<file path="src/rtl/fetch_unit.sv">
// Instruction fetch stage: owns the PC, reads a combinational instruction memory
// and queues {pc, instr} pairs towards decode; a redirect flushes and restarts fetch.
module fetch_unit #(
    parameter int                    ADDR_WIDTH = 32,
    parameter int                    DATA_WIDTH = 32,
    parameter logic [ADDR_WIDTH-1:0] RESET_PC   = '0,
    parameter int                    DEPTH      = 2
) (
    input  logic                  clk,
    input  logic                  reset,
    output logic [ADDR_WIDTH-1:0] imem_addr,
    input  logic [DATA_WIDTH-1:0] imem_rdata,
    input  logic                  redirect_valid,
    input  logic [ADDR_WIDTH-1:0] redirect_pc,
    output logic                  out_valid,
    input  logic                  out_ready,
    output logic [DATA_WIDTH-1:0] out_instr,
    output logic [ADDR_WIDTH-1:0] out_pc
);

    localparam int               PTR_W    = $clog2(DEPTH);
    localparam logic [PTR_W:0]   CNT_FULL = (PTR_W + 1)'(DEPTH);

    logic [ADDR_WIDTH-1:0] fetch_pc;
    logic [PTR_W-1:0]      rd_ptr;
    logic [PTR_W-1:0]      wr_ptr;
    logic [PTR_W:0]        count;

    logic [ADDR_WIDTH-1:0] q_pc    [DEPTH];
    logic [DATA_WIDTH-1:0] q_instr [DEPTH];

    logic push;
    logic pop;

    assign imem_addr = fetch_pc;
    assign out_valid = (count != '0);
    assign out_pc    = q_pc[rd_ptr];
    assign out_instr = q_instr[rd_ptr];

    // A full queue may still accept a word when the head leaves in the same cycle.
    assign pop  = out_valid & out_ready & ~redirect_valid;
    assign push = ~redirect_valid & ((count < CNT_FULL) | pop);

    // Queue storage carries no reset; validity is tracked by count alone.
    always_ff @(posedge clk) begin
        if (push) begin
            q_pc[wr_ptr]    <= fetch_pc;
            q_instr[wr_ptr] <= imem_rdata;
        end
    end

    always_ff @(posedge clk) begin
        if (reset) begin
            fetch_pc <= RESET_PC;
            rd_ptr   <= '0;
            wr_ptr   <= '0;
            count    <= '0;
        end else if (redirect_valid) begin
            fetch_pc <= {redirect_pc[ADDR_WIDTH-1:2], 2'b00};
            rd_ptr   <= '0;
            wr_ptr   <= '0;
            count    <= '0;
        end else begin
            if (push) begin
                fetch_pc <= fetch_pc + ADDR_WIDTH'(4);
                wr_ptr   <= wr_ptr + 1'b1;
            end
            if (pop) begin
                rd_ptr <= rd_ptr + 1'b1;
            end
            case ({push, pop})
                2'b10:   count <= count + 1'b1;
                2'b01:   count <= count - 1'b1;
                default: count <= count;
            endcase
        end
    end

endmodule

</file>
<file path="config.mk">
export PLATFORM = sky130hd
export DESIGN_NAME = fetch_unit
export DESIGN_NICKNAME = d
export VERILOG_FILES = /design/src/rtl/fetch_unit.sv
export SDC_FILE = /design/constraint.sdc
export NUM_CORES = 1
export LEC_CHECK = 0
export BUFFER_PORTS_ARGS = -buffer_cell sky130_fd_sc_hd__buf_2
export CAP_MARGIN = 20
export CORE_ASPECT_RATIO = 0.9
export CORE_MARGIN = 2
export CORE_UTILIZATION = 43
export DETAILED_ROUTE_END_ITERATION = 10
export PLACE_DENSITY_LB_ADDON = 0.12
export SKIP_LAST_GASP = 1
export SYNTH_ARGS = -nofsm -noshare
export SYNTH_HDL_FRONTEND = slang
export SYNTH_SLANG_ARGS = --single-unit
</file>
<file path="constraint.sdc">
create_clock -name clk -period 5.2 [get_ports clk]
set_input_delay 1.56 -clock clk [delete_from_list [all_inputs] [get_ports clk]]
set_output_delay 1.56 -clock clk [all_outputs]
set_load 0.01 [all_outputs]
</file>
==> flow_results.org, run 1 <==
** Synth
- The cell count after synthesis came out at 436.
- In the synthesized netlist, mux cells make up 11.05% of the area.
- By area the synthesized netlist is led by sky130_fd_sc_hd__edfxtp_1 (57%), sky130_fd_sc_hd__dfxtp_1 (11%), sky130_fd_sc_hd__mux2_2 (11%), sky130_fd_sc_hd__a211oi_1 (2.2%), sky130_fd_sc_hd__xor2_1 (2.2%).
- A synthesized cell averages 14.91 sq um.
- In this run the biggest area consumer among cell types represents 57.30% of the synthesized area.
- The synthesized netlist devotes 4.948% of its cell area to compound gates.
- Number of flops mapped to enable cells by yosys :: 124
- Most repeated cell in the gate-level netlist after synthesis :: sky130_fd_sc_hd__edfxtp_1
- Post-synthesis share of cell area spent on and, or, nand and nor gates :: 9.049%
- Sequential elements use 68.08% of the synthesized area.
- Leading area contributor after synthesis :: sky130_fd_sc_hd__edfxtp_1
- The synthesized netlist devotes 4.178% of its cell area to XOR and XNOR gates.
- Post-synth top cells :: sky130_fd_sc_hd__edfxtp_1 (124), sky130_fd_sc_hd__mux2_2 (62), sky130_fd_sc_hd__dfxtp_1 (35)
- Dominant combinational cell family by area after synthesis :: multiplexers
- Number of library cell types mapped by synthesis :: 42
- Share of flip-flops with an asynchronous set or reset :: 0%
- In the synthesized netlist the dominant register cell turns out to be sky130_fd_sc_hd__edfxtp_1.
- Flip-flop and latch count after synthesis :: 159
- Of the total synthesized cell area, the portion taken by full adders, half adders and majority gates is 0.3851%.
- The cell area that synthesis handed to floorplanning was 6499 sq um.
- Warnings, synthesis :: 0

** Placed design
- Detail Placement HPWL :: 8681 um
- Routability congestion estimate from global placement :: 0.7516
- Placed Area :: 7470 sq um
- Count of buffers from port buffering :: 158
- Timing analysis after detailed placement gives a worst setup slack of 1.617 ns.
- In this run, placement finished with an instance count of 773.

** Cells and area
- Relative to the synthesized area, the layout overhead comes to 23.49%.
- Fill cells in the final layout number 1251.
- # diodes :: 0
- The finished cells cover 8025 sq um.
- Cells fill 54.35% of the core in the end.
- Once layout is complete, the cells apart from fillers number 805.
- Layout net count :: 664
- In the final layout, the share of cells above drive strength 1 is 43.49%.

** STA
- In the finished design, the share of the clock period the worst path needs comes to 67.20%.
- Number of setup violations in the final report :: 0
- The worst pin sits at a relative slew slack of 42.07%.
- On the final layout, the worst hold slack is 0.5276 ns.
- Final hold violation count :: 0
- Achievable Freq :: 0.2862 GHz
- Max-slew violation count :: 0
- Unrepaired setup endpoints after global routing :: no
- Final setup TNS :: 0 ns
- Clock period minus final worst setup slack :: 3.494 ns
- Setup slack closes at 1.706 ns.
- For the pin with the worst max-slew slack, the measured transition is 0.8690 ns.
- Final clock skew :: 0.005203 ns

** Min path
- Type of the most critical hold path :: flip-flop to flip-flop

** Power
- In this run the static leakage power is 3.066 nW.
- Largest vdd supply drop :: 0.2225 mV
- Dividing total power by cell area gives a power density of 359.0 nW/um^2.
- Total power consumption of the routed design :: 2.881 mW

** Worst setup path
- Cell count of the worst reg-to-reg path :: 4
- Worst setup path endpoint :: out_pc[29]
- Critical Path Source Type :: flip-flop
- Reg-to-reg slack, setup :: 2.77 ns
- The worst setup path is captured at an output pin.
- The critical path in this run is classified as flip-flop to output pin.
- In this run the worst path has a maximum fanout of 62.
- Data arrives at the worst endpoint at 1.93 ns.
- Req. time, crit path :: 3.64 ns
- In this run the critical register-to-register path is captured at q_pc[0][6].
- Startpoint of the lowest-slack register-to-register path :: count[1]

** Drt
- For this block, the initial DRC count from the detailed router was 151.
- The routed design has 13600 um of wire.
- Wire per inst :: 16.90 um
- The first detailed-routing pass took 4 iterations.
- In the routed layout, each cell is associated on average with a via count of 4.998.
- Total DRC errors in the routed layout :: 0
- The detail route stage leaves a number of antenna-violating nets equal to 0.
- Detailed routing inserted a total of 4023 vias.

** Floorplan
- The die is 120.6 um tall.
- The die covers 16110 sq um.
- The die is 133.6 um wide.
- Area of the core region :: 14770 sq um
- During I/O placement, the number of pins put on the boundary was 165.
- Starting density of the core :: 44.01%
- The floorplan has 42 rows.

** Clock network
- Clock Sinks :: 159
- Number of gates resized after cts :: 0
- Clk_lat worst skew :: 0.42 ns
- TritonCTS built the clock tree.
- The clock passes through at most 2 buffers.
- In this run the post-CTS setup repair buffer count came out at 0.
- CTS Buf Count :: 17
- H-tree level count :: 4
- Number of buffers inserted by hold repair at cts :: 0
- CTS placed an instance of sky130_fd_sc_hd__clkbuf_16 at the clock tree root.
- Clock-pin slew was measured on the worst setup and hold paths at 0.06 ns.

** Global route
- Global-route wire length before repair :: 21280 um
- Global routing used 17.62% of the available tracks across all layers.
- Maximum number of pins on one net before global-route repair :: 63
- Summed over all layers, the global routing overflow is 0.
- Number of global-route vias before repair :: 4051
- Number of antenna violations at the first check in global routing :: 0

** Run status
- The flow ran to the end, and the final reports show no timing, DRC or antenna violations.

** Run
- Maxcap violations :: 0
==> registers in the layout, summed over array words and instances, names as in the netlist, named ones only <==
name,count
q_instr,64
q_pc,60
imem_addr,30
count,2
rd_ptr,1
wr_ptr,1
==> placed cells by master, fill, tap and decap left out, types with 3 or more instances in the layout <==
cell type                   Yosys  routed
sky130_fd_sc_hd__a211oi_1      19      19
sky130_fd_sc_hd__xnor2_1       15      15
sky130_fd_sc_hd__conb_1         1       4
sky130_fd_sc_hd__clkbuf_1      19       3
sky130_fd_sc_hd__nand2_1       29      29
sky130_fd_sc_hd__nand4_1        4       4
sky130_fd_sc_hd__a21oi_1       13      13
sky130_fd_sc_hd__buf_2          0     158
sky130_fd_sc_hd__and3_1         3       3
sky130_fd_sc_hd__nor2_1        25      23
sky130_fd_sc_hd__clkinv_1       0       4
sky130_fd_sc_hd__clkbuf_16      0      17
sky130_fd_sc_hd__buf_4          4       4
sky130_fd_sc_hd__nor3_1        10      10
sky130_fd_sc_hd__mux2_2        62      62
sky130_fd_sc_hd__o21bai_1       4       4
sky130_fd_sc_hd__xor2_1        16      16
sky130_fd_sc_hd__dfxtp_1       35      34
sky130_fd_sc_hd__nor4_1         3       3
sky130_fd_sc_hd__inv_1          5       5
sky130_fd_sc_hd__and4_1         4       4
sky130_fd_sc_hd__nand3_1       12      12
sky130_fd_sc_hd__edfxtp_1     124     124
==> power breakdown <==
part	total (mW)	switching, mW	internal, mW	leakage (nW)
Clock	1.17	0.472	0.700	0.268
Sequential	1.48	0.0437	1.44	1.47
Combinational	0.226	0.121	0.104	1.33
Total	2.88	0.637	2.24	3.07
==> worst min path at each step <==
stage | start | endpoint | slack, ns | cells past startpoint
2_1_floorplan | rd_ptr | flip-flop | 0.52 | 2
3_3_place_gp | imem_addr[31] | q_pc[1][31] | 0.51 | 0
3_5_place_dp | imem_addr[31] | q_pc[1][31] | 0.52 | 0
4_1_cts | imem_addr[31] | q_pc[1][31] | 0.53 | 0
5_1_grt | imem_addr[23] | q_pc[0][23] | 0.54 | 0
6_report | imem_addr[31] | q_pc[0][31] | 0.53 | 0
==> layer usage <==
layer / global-route usage (%) / routed length (um)
met1: 20.71 / 5785
met2: 29.93 / 6778
met3: 5.451 / 812
met4: 7.646 / 225
met5: 0 / 0
==> cell families after synthesis <==
| group | Yosys count |
|---|---|
| adders and majority gates | 2 |
| muxes | 64 |
| AOI/OAI and AO/OA | 43 |
| other | 1 |
| buffers and inverters | 31 |
| xor gates and xnor gates | 31 |
| and+or+nand+nor | 105 |
| DFF | 159 |
==> worst max-delay path: stages, from the launching register on <==
cell,delay [ns]
sky130_fd_sc_hd__dfxtp_4,0.87
sky130_fd_sc_hd__mux2_2,0.41
sky130_fd_sc_hd__buf_2,0.14
==> final cells by class <==
type                            instances  area (sq um)  area share [%]
Sequential cell                       159          4428           55.18
Clock buffer                           20         436.7           5.441
Multi-Input combinational cell        249          1954           24.35
Tap cell                              198         247.7           3.087
Inverter                                5         18.77          0.2339
Clock inverter                         12         118.9           1.481
Timing Repair Buffer                  162         820.8           10.23
(Power assumes the default switching activity.)
==> run 2, diff against run 1 <==
==> constraint.sdc (replaced) <==
create_clock -name clk -period 3.45 [get_ports clk]
set_input_delay 1.035 -clock clk [delete_from_list [all_inputs] [get_ports clk]]
set_output_delay 1.035 -clock clk [all_outputs]
set_load 0.01 [all_outputs]
==> run 2 against run 1 <==
Compared with the run above:
- clock power grew 62%
- clock skew rose by 0.0020 ns
- worst hold slack better by 0.0011 ns
- highest routed layer unchanged
==> flow_results.org, run 2 (synthesis gave the netlist of run 1 again) <==
** Clock network
- Number of buffers inserted by hold repair at cts :: 0
- Clk_lat worst skew :: 0.42 ns
- Clock Sinks :: 159
- Number of gates resized after cts :: 0
- TritonCTS clock tree :: done
- Clock-pin slew was measured on the worst setup and hold paths at 0.06 ns.
- CTS Buf Count :: 17
- Clock Path Buffers :: 2
- H-tree level count :: 4
- Clock tree root driver cell :: sky130_fd_sc_hd__clkbuf_16
- Post-CTS Setup Repair Bufs :: 0

** Floorplan
- Width of the die :: 133.6 um
- Once the floorplan was initialized, standard cells occupied 44.01% of the core.
- The die covers 16110 sq um.
- The die is 120.6 um tall.
- Area of the core region :: 14770 sq um
- Pin placement for this block handled 165 I/O pins.
- Row generation in the floorplan step produced 42 rows.

** Drt
- For this run, design rule violations remaining after detail routing come to 0.
- Starting DRC count in detailed routing :: 152
- Routed WL :: 13270 um
- Once detail routing completed, the nets flagged for antenna violations numbered 0.
- DR pass1 iterations :: 6
- Dividing the detail-routed via count by the number of cells gives 5.000.
- Wire per inst :: 16.34 um
- Total number of vias :: 4060

** Power
- The internal portion of the total power is 3.542 mW.
- Per report_power, the combinational group accounts for 7.9% of the total.
- Largest vdd supply drop :: 0.3703 mV
- Dividing total power by cell area gives a power density of 549.6 nW/um^2.
- Leakage Power :: 3.139 nW
- For this design the total switching power over the nets is 0.9526 mW.
- Net switching is 21.20% of the power.
- The clock network is responsible for 42.4% of the overall power.
- The share of total power dissipated in sequential elements is 49.7%.

** STA
- Setup violations remaining at the end of the flow were counted as 0.
- Final worst setup slack :: 0.5525 ns
- Of the available clock period, the critical path in the final layout requires 83.99%.
- Worst Tran Pin Value :: 0.6643 ns
- After layout, the minimum clock period comes to 2.898 ns.
- Relative max-transition margin :: 55.71%
- Derived from the worst setup path, the maximum achievable clock frequency is 0.3451 GHz.
- Final hold violation count :: 0
- The max-slew violation count is 0.
- Final clock skew :: 0.007189 ns
- Setup repair after global routing left no endpoint under its margin.

** Worst setup path
- The critical path goes through buf_12 > mux2_2 > buf_2.
- Cell with the largest stage delay on the worst path :: sky130_fd_sc_hd__dfxtp_4
- WS Path Type :: flip-flop to output pin
- Crit path buf inv count :: 2
- The worst register-to-register path ends at imem_addr[26].
- Req. time, crit path :: 2.41 ns
- Cell count of the worst reg-to-reg path :: 6
- Number of gates on the worst path with buffers counted :: 3
- Startpoint of the lowest-slack register-to-register path :: imem_addr[2]
- The worst register-to-register path has a setup slack of 1.29 ns.
- Endpoint class of the critical path :: output pin
- Along the worst path, the maximum fanout reaches 32.
- Worst path arrival time :: 1.86 ns
- The cell family contributing the most delay on the critical path is flip-flops.
- Peak per-stage delay on the critical path :: 0.62 ns
- Critical Path Source Type :: flip-flop

** Global route
- Summed over all layers, the global routing overflow is 0.
- Global routing consumed, over all layers together, 16.57% of the routing resources.
- The number of global-route vias before repair came to 3876.
- Number of antenna violations at the first check in global routing :: 0
- Global-route wire length before repair :: 20230 um
- Entering global routing, the biggest net connects 63 pins.

** Placed design
- Count of buffers from port buffering :: 158
- Placed Area :: 7572 sq um
- Once placement completed, the tool counted placed cells totaling 780.
- Detail Placement HPWL :: 8849 um
- Setup slack after placement :: 0.6612 ns
- Routability congestion estimate from global placement :: 0.7345

** Min path
- The min-delay analysis places its worst path in the category flip-flop to flip-flop.
- The worst hold path terminates at q_pc[1][31].
- Worst hold path cell count :: 0
- Worst Hold Launch :: imem_addr[31]

** Cells and area
- Of the cells placed in the final design, the portion with a size suffix greater than 1 is 44.46%.
- Area growth, synth to finish :: 25.82%
- Max reg flops :: 64
- q_instr holds more flip-flops than any other register.
- Final-layout fill cell count :: 1287
- At the end of the flow, the number of nets in the layout was 671.
- The number of antenna diodes in the final layout is 0.
- Non-filler cells in the finished layout :: 812
- The top cell types in the final layout, fill and taps aside, are sky130_fd_sc_hd__buf_2 (158), sky130_fd_sc_hd__edfxtp_1 (124), sky130_fd_sc_hd__mux2_2 (62).
- Most frequent standard cell in the layout excluding fill and tap cells :: sky130_fd_sc_hd__buf_2
- Post-layout instance area :: 8177 sq um

** Run
- Across the run, the number of max-cap violations was 0.

** Run status
- The run finished with clean final reports.
run 2: cell types whose count changed in the layout (fill, tap and decap cells not counted):
cell	previous run	this run
sky130_fd_sc_hd__inv_6	1	0
sky130_fd_sc_hd__clkinv_1	4	2
sky130_fd_sc_hd__clkinv_2	2	3
sky130_fd_sc_hd__buf_4	4	7
sky130_fd_sc_hd__buf_12	0	4
sky130_fd_sc_hd__bufinv_16	2	4
run 2: routing by layer:
layer  track usage [%]  up-vias  wire length [um]
li1                  -     1972                 -
met1             20.68     1955              5870
met2             27.80      117              6533
met3             4.277       16               665
met4             6.383        0               195
met5                 0        -                 0
run 2: how the worst max path moves through the flow:
stage                         startpoint            end
after floorplan           redirect_valid  q_instr[0][0]
after global placement         out_ready  q_instr[0][8]
after detailed placement       out_ready  q_instr[0][2]
after CTS                      flip-flop  out_instr[20]
after global routing           flip-flop  out_instr[20]
final                          flip-flop  out_instr[20]
run 2: power by group through the flow:
stage | logic, mW | clock network [mW] | registers [mW]
after global routing | 0.390 | 2.01 | 2.25
final | 0.357 | 1.90 | 2.23
after CTS | 0.365 | 1.94 | 2.23
after global placement | 0.359 | 0 | 2.27
after detailed placement | 0.362 | 0 | 2.27
after floorplan | 0.191 | 0 | 2.27
run 2: area by class of cell:
cell class	count	area (sq um)	area share, %
timing repair buffer	169	923.4	11.29
tap	198	247.7	3.030
multi-input combinational	249	1954	23.90
clock buffer	20	436.7	5.340
sequential	159	4428	54.15
clock inverter	12	167.7	2.051
inverter	5	18.77	0.2295
run 2: per-stage QoR:
| step | setup TNS, ns | utilization [%] | total power [mW] | hold slack, ns |
|---|---|---|---|---|
| detailed placement | 0 | 51.28 | 2.637 | 0.5230 |
| CTS | 0 | 55.37 | 4.538 | 0.5326 |
| global placement | 0 | 51.28 | 2.627 | 0.5118 |
| floorplan | -8.465 | - | 2.457 | 0.5200 |
| finish | 0 | 55.37 | 4.494 | 0.5287 |
| global route | 0 | 55.37 | 4.647 | 0.5444 |
